--- src/rtl/rf_write_arbiter.sv ---
// Register-file write arbiter: round-robin share of one write path.
// Optional RF_WR_PROTECT_EN makes register 0 read-only.
module rf_write_arbiter #(
   parameter int NUM_REGS = 4,
   parameter int DATA_W   = 4,
   parameter int ADDR_W   = 2
) (
   input  logic                clk,
   input  logic                reset,
   input  logic                req_a,
   input  logic [ADDR_W-1:0]   addr_a,
   input  logic [DATA_W-1:0]   data_a,
   output logic                ack_a,
   input  logic                req_b,
   input  logic [ADDR_W-1:0]   addr_b,
   input  logic [DATA_W-1:0]   data_b,
   output logic                ack_b,
   output logic [NUM_REGS-1:0] wr_sel,
   output logic [DATA_W-1:0]   wr_data,
   output logic                addr_err,
   output logic                prio_b
);

   localparam logic [ADDR_W:0] LP_NREGS = (ADDR_W+1)'(NUM_REGS);

   logic                r_ack_a;
   logic                r_ack_b;
   logic [NUM_REGS-1:0] r_sel;
   logic [DATA_W-1:0]   r_data;
   logic                r_err;
   logic                r_prio_b;

   logic                w_eff_a;
   logic                w_eff_b;
   logic                w_gnt_a;
   logic                w_gnt_b;
   logic                w_cont;
   logic [ADDR_W-1:0]   w_addr;
   logic [DATA_W-1:0]   w_data;
   logic [NUM_REGS-1:0] w_sel;
   logic                w_err;

   // Grant selection, address decode and range check for the next issue.
   always_comb begin
      w_eff_a = req_a & ~r_ack_a;
      w_eff_b = req_b & ~r_ack_b;
      w_cont  = w_eff_a & w_eff_b;
      w_gnt_a = w_eff_a & (~w_eff_b | ~r_prio_b);
      w_gnt_b = w_eff_b & ~w_gnt_a;
      w_addr  = w_gnt_b ? addr_b : addr_a;
      w_data  = w_gnt_b ? data_b : data_a;
      w_err   = ({1'b0, w_addr} >= LP_NREGS);
      w_sel   = '0;
      for (int i = 0; i < NUM_REGS; i++) begin
         if (w_addr == ADDR_W'(i)) begin
            w_sel[i] = 1'b1;
         end
      end
`ifdef RF_WR_PROTECT_EN
      if (w_addr == '0) begin
         w_sel = '0;
      end
`endif
      if (!(w_gnt_a | w_gnt_b)) begin
         w_sel = '0;
         w_err = 1'b0;
      end
   end

   // Register the issue: acks, load enables, data and pointer.
   always_ff @(posedge clk) begin
      if (reset) begin
         r_ack_a  <= 1'b0;
         r_ack_b  <= 1'b0;
         r_sel    <= '0;
         r_data   <= '0;
         r_err    <= 1'b0;
         r_prio_b <= 1'b0;
      end else begin
         r_ack_a <= w_gnt_a;
         r_ack_b <= w_gnt_b;
         r_sel   <= w_sel;
         r_err   <= w_err;
         if (w_gnt_a | w_gnt_b) begin
            r_data <= w_data;
         end
         if (w_cont) begin
            r_prio_b <= w_gnt_a;
         end
      end
   end

   assign ack_a    = r_ack_a;
   assign ack_b    = r_ack_b;
   assign wr_sel   = r_sel;
   assign wr_data  = r_data;
   assign addr_err = r_err;
   assign prio_b   = r_prio_b;

endmodule

--- config.mk ---
export PLATFORM = sky130hd
export DESIGN_NAME = rf_write_arbiter
export DESIGN_NICKNAME = d
export VERILOG_FILES = /design/src/rtl/rf_write_arbiter.sv
export SDC_FILE = /design/constraint.sdc
export NUM_CORES = 1
export LEC_CHECK = 0
export CORE_MARGIN = 4
export CORE_UTILIZATION = 38
export CTS_CLUSTER_SIZE = 28
export DETAILED_ROUTE_END_ITERATION = 12
export PLACE_DENSITY = 0.72
export SETUP_SLACK_MARGIN = 0.5
export SYNTH_ARGS = -nofsm -noshare
export SYNTH_HDL_FRONTEND = slang
export SYNTH_SLANG_ARGS = --single-unit
--- constraint.sdc ---
create_clock -name clk -period 1.55 [get_ports clk]
set_input_delay 0.155 -clock clk [delete_from_list [all_inputs] [get_ports clk]]
set_output_delay 0.155 -clock clk [all_outputs]
set_load 0.02 [all_outputs]
==> results <==
- The flow ran to the end, and the final reports show no timing, DRC or antenna violations.
- The die is 47.0 um wide.
- The number of design rule violations left after detail routing is 0.
- The maximum operating frequency is between 800 and 900 MHz.
- The worst hold path belongs to the class input pin to register.
- Counting instances, the worst hold path has a depth of 4.
- The maximum VDD drop is around 0.00048 V.
- TritonCTS built the clock tree.
- The kind of start point of the critical path is a register.
- The maximum buffer depth of the clock tree is 2.
- For the finished layout, the period the worst path requires is 1.18 ns.
- The synthesized design contains 11 register bits.
- The routability congestion estimate is between 0.7 and 0.8.
- The Yosys step of the flow raised 0 warnings.
- The critical path arrival is 1.38 ns.
- The relative area change from synthesis to final layout is 69.2%.
- STA classifies the critical path endpoint as a register.
- The largest single stage delay on the critical path is ~0.48 ns.
- The ratio of routed vias to standard cells is around 5.7.
- The share of final-layout standard cells stronger than drive strength 1 is 0.443.
- The number of CTS-inserted buffers is 3.
- The total stage count of the critical path is 3.
- The setup TNS is 0 ns.
- On the final layout, the worst clock skew is between 0.0003 and 0.0004 ns.
- Across the run, the number of max-cap violations was 0.
- Setup repair after global routing could not meet its margin everywhere.
- The height of the die is around 47 um.
- The diode insertion count for antenna repair is 0.
- After clock tree synthesis, the flow added hold-fix buffers numbering 0.
- The total routing resource utilization after global routing is 0.163.
- For this design the static power due to leakage is 0.371 nW.
- The critical path is of the register to register type.
- The first routing iteration left 7 violations.
- In this run the number of H-tree levels came out at 1.
- The wire length of the first global-routing pass is ~2500 um.
- The placeable core region is about 0.0014 sq mm.
- The proportion of netlist area held by the largest area contributor is 0.382.
- For this run the aggregate overflow at the end of global routing stands at 0.
- The number of antenna violations at the first check in global routing is 0.
- The number of hold-slack violations in the final timing report is 0.
- The count of vias placed by the detailed router is between 600 and 700.
- The clock slew at the register clock pins of the worst setup and hold paths is 0.07 ns.
- When the netlist entered floorplanning its net count stood at 78.
- Power spread over the standard cell area amounts to around 780 mW/mm^2.
- The number of input and output port buffers inserted is 26.
- The max-slew violation total from the final report is 0.
- The count of cell types in the netlist is 28.
- The floorplan step defined a die boundary enclosing about 0.0022 sq mm.
- The clock latency on the worst-skew pair is roughly 0.26 ns.
- The cell taking the most area after synthesis is dfxtp_1.
- In this run the remaining antenna-violating nets after routing total 0.
- Dividing the final minimum period by the clock period gives 0.760.
- The top cell family by delay on the critical path is simple AND/OR/NAND/NOR gates.
- The instance count of the mapped netlist is between 60 and 70.
- For this run, the register share of the synthesized area comes to 0.382.
- Of all nets on the critical path, the largest fanout is 4.
- The first detailed-routing pass took 4 iterations.
- Before CTS, the worst setup slack after placement is roughly 0.043 ns.
- 28 I/O pins were placed.
- The largest net degree at the start of global routing is 10.
- At the end of the flow, the number of nets in the layout was between 100 and 150.
- The HPWL reported at the end of detailed placement is around 1100 um.
- Sorting the synthesized cells by area gives the leading types as dfxtp_1 38%, nor4_2 6.5%, nor3_1 6.1%.
- Setup violations remaining at the end of the flow were counted as 0.
- Among all stages on the critical path, the largest delay is contributed by or4_4.
- In this run the clock root is driven by a clkbuf_4.
- The critical path goes through nand2b_4 -> or4_4 -> a21oi_2.
- The mapped netlist covers slightly below 600 sq um.
- The effective utilization at floorplan is 0.422.
- The floorplan row count is 13.
- The number of global-route vias before repair came to 570.
- After synthesis, the mean cell area works out to between 9 and 10 sq um.
- The number of cells traversed by the worst register-to-register path is 3.
- Wires add up to ~1700 um.
- The worst-case setup margin in the final layout is between 0.3 and 0.4 ns.
- After detailed routing, the average wire length per cell comes to roughly 15 um.
- Clock tree synthesis found a total of 11 sinks.
- The endpoint required time on the critical path is around 1.8 ns.
- The number of buffers and inverters on the critical path is 0.
-- state kept, by name, indices dropped and copies added, names as in the netlist --
| signal | cells |
|---|---|
| wr_sel | 4 |
| ack_b | 1 |
| ack_a | 1 |
| prio_b | 1 |
| wr_data | 4 |
-- routing by layer --
metal	GRT usage	vias to the layer above	part of all wire
li1	-	309	-
met1	0.201	292	0.44
met2	0.266	29	0.47
met3	0.0345	4	0.081
met4	0.0829	0	0.011
met5	0	-	0
-- cell usage after synthesis --
cell      count
dfxtp_1      11
nor3_1        7
a21oi_1       6
a211oi_1      3
nand4b_1      3
nor2b_1       3
nor4_2        3
o21ai_1       3
buf_2         2
buf_6         2
nand2b_1      2
a21o_1        1
a22oi_1       1
and2b_1       1
buf_1         1
buf_4         1
conb_1        1
nand3b_1      1
nand4_1       1
nor2_1        1
nor3b_1       1
nor3b_4       1
o211ai_1      1
o21ai_0       1
o31ai_1       1
or3_1         1
or3b_4        1
or4_1         1
-- timing repair --
item | 4_1_cts | 5_1_grt
pin swaps | 9 | 3
buffers inserted | 5 | 2
cloned | 2 | 0
resized for setup | 43 | 8
setup endpoints to repair | 20 | 14
-- layout by cell type (no fill, tap or decap), types with 2 or more instances in the layout --
master and instances:
clkdlybuf4s50_1 13, buf_4 8, dfxtp_1 8, nor3_1 4, a21oi_1 4, buf_2 4
clkdlybuf4s15_2 4, nor3_2 3, nor4_2 3, o21ai_1 3, nand4b_1 3, dfxtp_4 3
clkbuf_4 3, nand2b_4 2, a211oi_2 2, a21oi_2 2, nor2b_1 2, dlygate4sd2_1 2
clkbuf_2 2, clkdlybuf4s15_1 2
-- per-stage QoR --
stage          area (sq um)  std cells  hold WS, ns  power, mW  utilization
2_1_floorplan           597         62        0.305      0.441            -
3_3_place_gp            847         99        0.491      0.529        0.620
3_5_place_dp            847         99        0.502      0.532        0.620
4_1_cts                 975        110        0.446      0.751        0.713
5_1_grt                 976        112        0.463      0.791        0.714
6_report                976        112        0.447      0.760        0.714
-- where the power goes --
part / internal, mW / switching, mW / leakage [nW] / total (mW)
sequential: 0.301 / 0.0174 / 0.0927 / 0.319
clock: 0.0994 / 0.100 / 0.0150 / 0.199
combinational: 0.126 / 0.116 / 0.263 / 0.241
-- cells by family after synthesis --
logic type             share of synthesized area
AOI/OAI and AO/OA                          0.178
buffers and inverters                     0.0759
and+or+nand+nor                            0.358
DFF                                        0.382
other                                    0.00650
-- cell type report --
class	count	area, sq um
Fill cell	106	390
Multi-Input combinational cell	46	385
Timing Repair Buffer	36	314
Sequential cell	11	231
Clock buffer	4	26.3
Tap cell	15	18.8
-- tightest hold or removal path, delay by kind of cell --
kind | cells | cell delay [ns]
buffers and inverters | 1 | 0.28
AND/OR/NAND/NOR | 2 | 0.19
AO/OA/AOI/OAI | 1 | 0.05
-- path summary, 6_finish.rpt --
path / slack (ns) / start / endpoint
min reg2reg: 0.52 / wr_data[0] / wr_data[0]
min: 0.45 / req_b / prio_b
max reg2reg: 0.37 / ack_b / wr_sel[0]
max: 0.37 / ack_b / wr_sel[0]
(Power assumes the default switching activity.)
